===== config.mk =====
export PLATFORM = sky130hd
export DESIGN_NAME = branch_redirect_ctrl_flat
export DESIGN_NICKNAME = d
export VERILOG_FILES = /design/src/rtl/branch_redirect_ctrl_if.sv /design/src/rtl/branch_redirect_ctrl.sv /design/src/flat_wrapper.sv
export SDC_FILE = /design/constraint.sdc
export NUM_CORES = 1
export LEC_CHECK = 0
export BUFFER_PORTS_ARGS = -buffer_cell sky130_fd_sc_hd__buf_2
export CAP_MARGIN = 15
export CORE_AREA = 10 10 78 80
export CTS_CLUSTER_DIAMETER = 100
export CTS_CLUSTER_SIZE = 8
export DETAILED_ROUTE_END_ITERATION = 8
export DIE_AREA = 0 0 88 90
export GPL_ROUTABILITY_DRIVEN = 1
export PLACE_DENSITY = 0.94
export SYNTH_ARGS = -nofsm -noshare
export SYNTH_HDL_FRONTEND = slang
export SYNTH_SLANG_ARGS = --single-unit

===== constraint.sdc =====
create_clock -name clk -period 3.5 [get_ports clk]
set_clock_uncertainty 0.1 [all_clocks]
set_input_delay 0.175 -clock clk [delete_from_list [all_inputs] [get_ports clk]]
set_output_delay 0.175 -clock clk [all_outputs]
set_load 0.02 [all_outputs]

===== src/rtl/branch_redirect_ctrl_if.sv =====
// PC redirect handshake between the redirect controller (master) and fetch (slave).
interface branch_redirect_ctrl_if #(parameter int XLEN = 32);
    logic            redirect_valid;
    logic [XLEN-1:0] redirect_pc;
    logic            redirect_ready;

    modport master (output redirect_valid, redirect_pc, input redirect_ready);
    modport slave  (input redirect_valid, redirect_pc, output redirect_ready);
endinterface


===== src/rtl/branch_redirect_ctrl.sv =====
// Redirect/flush sequencer for EX-resolved branches and jumps.
// Optional performance counters are built when BRANCH_PERF_EN is defined.
module branch_redirect_ctrl #(
    parameter int XLEN         = 32,
    parameter int FLUSH_CYCLES = 1,
    parameter int CNT_W        = 16
) (
    input  logic                  clk,
    input  logic                  reset,
    input  logic                  ex_valid,
    input  logic                  ex_is_branch,
    input  logic                  ex_is_jump,
    input  logic                  Branch,
    input  logic [XLEN-1:0]       ex_target,
    input  logic                  hz_stall,
    branch_redirect_ctrl_if.master rd,
    output logic                  flush_if_id,
    output logic                  flush_id_ex,
    output logic                  busy,
    output logic                  misalign_err,
    output logic [CNT_W-1:0]      perf_branches,
    output logic [CNT_W-1:0]      perf_taken
);

    typedef enum logic [1:0] {IDLE, REDIRECT, DRAIN} state_t;

    state_t          state, state_n;
    logic [3:0]      cnt, cnt_n;
    logic [XLEN-1:0] target_q, target_n, ex_pc;
    logic            take, accept;

    // Flush has priority over the load-use stall downstream, so the stall is not used here.
    logic unused_hz;
    assign unused_hz = hz_stall;

    assign busy         = (state != IDLE);
    // Gating with reset keeps the combinational outputs quiet while reset is held.
    assign take         = reset & ex_valid & ~busy & (ex_is_jump | (ex_is_branch & Branch));
    assign ex_pc        = {ex_target[XLEN-1:2], 2'b00};
    assign misalign_err = take & (ex_target[1:0] != 2'b00);

    always_ff @(posedge clk or negedge reset) begin
        if (!reset) begin
            state    <= IDLE;
            cnt      <= '0;
            target_q <= '0;
        end else begin
            state    <= state_n;
            cnt      <= cnt_n;
            target_q <= target_n;
        end
    end

    always_comb begin
        state_n           = state;
        cnt_n             = cnt;
        target_n          = target_q;
        accept            = 1'b0;
        rd.redirect_valid = 1'b0;
        rd.redirect_pc    = '0;
        flush_if_id       = 1'b0;
        flush_id_ex       = 1'b0;
        case (state)
            IDLE: begin
                if (take) begin
                    rd.redirect_valid = 1'b1;
                    rd.redirect_pc    = ex_pc;
                    flush_if_id       = 1'b1;
                    flush_id_ex       = 1'b1;
                    target_n          = ex_pc;
                    accept            = rd.redirect_ready;
                    if (!rd.redirect_ready) state_n = REDIRECT;
                end
            end
            REDIRECT: begin
                rd.redirect_valid = 1'b1;
                rd.redirect_pc    = target_q;
                flush_if_id       = 1'b1;
                flush_id_ex       = 1'b1;
                accept            = rd.redirect_ready;
            end
            DRAIN: begin
                flush_if_id = 1'b1;
                cnt_n       = cnt - 4'd1;
                if (cnt == 4'd1) state_n = IDLE;
            end
            default: state_n = IDLE;
        endcase
        // Once fetch takes the new PC, wrong-path fetches still need FLUSH_CYCLES of IF/ID squash.
        if (accept) begin
            if (FLUSH_CYCLES == 0) begin
                state_n = IDLE;
                cnt_n   = '0;
            end else begin
                state_n = DRAIN;
                cnt_n   = 4'(FLUSH_CYCLES);
            end
        end
    end

`ifdef BRANCH_PERF_EN
    logic resolve;
    assign resolve = ex_valid & ~busy & (ex_is_branch | ex_is_jump);

    always_ff @(posedge clk or negedge reset) begin
        if (!reset) begin
            perf_branches <= '0;
            perf_taken    <= '0;
        end else begin
            if (resolve && !(&perf_branches)) perf_branches <= perf_branches + 1'b1;
            if (take && !(&perf_taken))       perf_taken    <= perf_taken + 1'b1;
        end
    end
`else
    assign perf_branches = '0;
    assign perf_taken    = '0;
`endif

endmodule


===== src/flat_wrapper.sv =====
// flat-port wrapper written by rule: the top's interface ports become plain ports
module branch_redirect_ctrl_flat 
#(
    parameter int XLEN         = 32,
    parameter int FLUSH_CYCLES = 1,
    parameter int CNT_W        = 16
)
  (clk, reset, ex_valid, ex_is_branch, ex_is_jump, Branch, ex_target, hz_stall, flush_if_id, flush_id_ex, busy, misalign_err, perf_branches, perf_taken, rd_redirect_valid, rd_redirect_pc, rd_redirect_ready);
  branch_redirect_ctrl_if #(.XLEN(XLEN)) rd_i ();
  input  logic clk;
  input  logic reset;
  input  logic ex_valid;
  input  logic ex_is_branch;
  input  logic ex_is_jump;
  input  logic Branch;
  input  logic [XLEN-1:0] ex_target;
  input  logic hz_stall;
  output logic flush_if_id;
  output logic flush_id_ex;
  output logic busy;
  output logic misalign_err;
  output logic [CNT_W-1:0] perf_branches;
  output logic [CNT_W-1:0] perf_taken;
  output wire logic [$bits(rd_i.redirect_valid)-1:0] rd_redirect_valid;
  output wire logic [$bits(rd_i.redirect_pc)-1:0] rd_redirect_pc;
  input wire logic [$bits(rd_i.redirect_ready)-1:0] rd_redirect_ready;
  assign rd_redirect_valid = rd_i.redirect_valid;
  assign rd_redirect_pc = rd_i.redirect_pc;
  assign rd_i.redirect_ready = rd_redirect_ready;
  branch_redirect_ctrl #(.XLEN(XLEN), .FLUSH_CYCLES(FLUSH_CYCLES), .CNT_W(CNT_W)) u_core (.clk(clk), .reset(reset), .ex_valid(ex_valid), .ex_is_branch(ex_is_branch), .ex_is_jump(ex_is_jump), .Branch(Branch), .ex_target(ex_target), .hz_stall(hz_stall), .rd(rd_i), .flush_if_id(flush_if_id), .flush_id_ex(flush_id_ex), .busy(busy), .misalign_err(misalign_err), .perf_branches(perf_branches), .perf_taken(perf_taken));
endmodule

==> flow_metrics.tcl <==
set metrics [dict create \
    status "finished clean" \
    syn_inst 182 \
    fp.dieW_um 88 \
    hold_violations 0 \
    tritoncts "yes" \
    drtIter0Drc 64 \
    cts.clk_slew.worst_paths_ns 0.07 \
    htree_levels 2 \
    io_pins 109 \
    p_seq_frac 0.381 \
    p_sw_frac 0.393 \
    p_leak_nw 1.31 \
    portBuffers 73 \
    antenna_found_initial 0 \
    coreArea_mm2 0.00460 \
    die_h_um 90 \
    cp_max_fo 40 \
    crit_chain "inv_1 > ha_1 > nand3_2 > nor2_4 > buf_12 > a22o_1 > buf_2" \
    fin_setup_tns_ns 0 \
    syn_avg_cell_area_um2 11.8 \
    vias 1531 \
    cts_setup_buffers 0 \
    drt_wl_total_um 4920 \
    cts_sinks 36 \
    drive_gt1_frac 0.462 \
    gp_congestion 0.692 \
    power_frac_clock 0.139 \
    grt_overflow 0 \
    cp.required_ns 3.22 \
    rsz0062_at_grt "false" \
    grt_pass1_wl_um 7720 \
    ys_top_cells_by_area "dfrtp_1 42%, mux2_2 14%, buf_4 13%, a22o_1 12%, ha_1 3.5%" \
    yosys.area.top_type "dfrtp_1" \
    worst-setup-path-type "reg2out" \
    fin_crit_ns 2.64 \
    final_cell_mix "73 x buf_2, 36 x dfrtp_1, 34 x conb_1" \
    tightest_slew_ns 0.616 \
    fmax_mhz 379 \
    critPathCaptureType "primary output" \
    synth.top_cell.area_share 0.420 \
    syn_area_mm2 0.00215 \
    clk_latency_ns 0.27 \
    p_int_mw 1.19 \
    die-area_mm2 0.00792 \
    rows 25 \
    final_common_cell "buf_2" \
    slew_viol_final 0 \
    vdd_drop_max_mv 0.322 \
    first_global_vias 1564 \
    ys_ff_latch 36 \
    max_cap_violations 0 \
    viasPerCell 4.99 \
    area.growth.synth_to_final_pct 16.7 \
    drc 0 \
    multi_input_area_mm2 0.00103 \
    ys_warn_count 0 \
    cp.buffers_inverters 3 \
    post_dp_cell_area_mm2 0.00242 \
    initial_core_util 0.467 \
    cpLargestDelayFamily "simple AND/OR/NAND/NOR gates" \
    crit_path_top_delay_cell "nor2_4" \
    powerDensity_mw_per_mm2 785 \
    drt-wirelength-per-cell_um 16.0 \
    hold-worst-slack_ns 0.0269 \
    finalSetupViolations 0 \
    nNetsFinal 299 \
    hold_path_class "in2reg" \
    final_cell_area_mm2 0.00250 \
    seq_area_frac_synth 0.420 \
    firstDrtPassIters 4 \
    slew_headroom 0.589 \
    ant_nets 0 \
    grt_start_max_net_pins 41 \
    diodes 0 \
    fillCellCount 415 \
    grt_usage 0.119 \
    comb_power_share 0.481 \
    slowest_delay_ns 0.50 \
    period_share 0.753 \
    cts_made_buffers 5 \
    p_sw_mw 0.772 \
    critPathLaunchType "flop" \
    clockBufferDepth 2 \
    synth_cell_types 31 \
    clockRootBuffer "clkbuf_8" \
    regArea_um2 901 \
    power_mw 1.97 \
    dp.final_hpwl_um 3900 \
    crit_arrival_ns 2.36 \
]
-- flip-flops by register name, summed over array words and instances (netlist names) --
signal,cells
u_core.target_q,30
u_core.state,2
u_core.cnt,4
-- power groups by stage --
stage          logic, mW  registers [mW]  clock network [mW]
2_1_floorplan      0.758           0.718                   0
3_3_place_gp       0.928           0.735                   0
3_5_place_dp       0.956           0.760                   0
4_1_cts            0.962           0.751               0.284
5_1_grt             1.04           0.773               0.299
6_report           0.945           0.748               0.272
-- through the flow --
| stage | setup slack (ns) | instances | utilization |
|---|---|---|---|
| 2_1_floorplan | 1.67 | 215 | - |
| 3_3_place_gp | 1.20 | 299 | 0.526 |
| 6_report | 0.864 | 307 | 0.545 |
| 5_1_grt | 0.686 | 307 | 0.545 |
| 3_5_place_dp | 1.16 | 299 | 0.526 |
| 4_1_cts | 0.823 | 307 | 0.545 |
-- routing by layer --
metal | vias up | global-route usage | wire [um]
met3 | 6 | 0.0551 | 636
met5 | - | 0 | 0
met1 | 739 | 0.124 | 1630
met2 | 63 | 0.207 | 2600
met4 | 0 | 0.0319 | 44
li1 | 723 | - | -
-- repair_timing --
action,4_1_cts,5_1_grt
setup endpoints to repair,0,0
hold buffers,1,0
hold endpoints to repair,36,0
resized for setup,0,0
-- Yosys cell counts (all sizes together) --
library cell	count
a2111oi	1
a211o	1
a211oi	1
a21o	2
a21oi	3
a22o	30
and2	1
and4	1
buf	42
clkbuf	4
conb	1
dfrtp	36
ha	6
inv	5
mux2	30
nand2	3
nand3	1
nor2	4
nor4b	1
o211a	1
o21a	1
o21ba	1
o221ai	1
or2	1
or3b	1
xnor2	2
xor2	1
-- final timing paths --
path                                startpoint             endpoint  slack [ns]  cells past startpoint
min                              ex_target[29]  u_core.target_q[29]        0.03                      2
max                            u_core.state[1]   rd_redirect_pc[19]        0.86                      7
min reg2reg                u_core.target_q[29]  u_core.target_q[29]        0.39                      1
max in group asynchronous                reset  u_core.target_q[17]        2.52                      3
max reg2reg                    u_core.state[1]  u_core.target_q[10]        1.16                      6
min in group asynchronous                reset        u_core.cnt[1]        0.43                      3
-- logic make-up (layout without fill, tap and decap cells) --
kind of cell | after synthesis | in the layout | share of synthesized area
other | 1 | 34 | 0.00175
adder cells (fa/ha/maj) | 6 | 6 | 0.0350
multiplexers | 30 | 30 | 0.157
flip-flops | 36 | 36 | 0.420
AND/OR/NAND/NOR | 13 | 13 | 0.0397
XOR/XNOR | 3 | 3 | 0.0122
buffers and inverters | 51 | 89 | 0.158
AO/OA/AOI/OAI | 42 | 42 | 0.176
-- layout make-up --
type	instances	share of cell area
clock inverters	1	0.00200
multi-input cells	128	0.411
repair buffers	77	0.164
well taps	54	0.0270
flip-flops and latches	36	0.360
clock buffers	6	0.0290
inverters	5	0.00749
(Power assumes the default switching activity.)
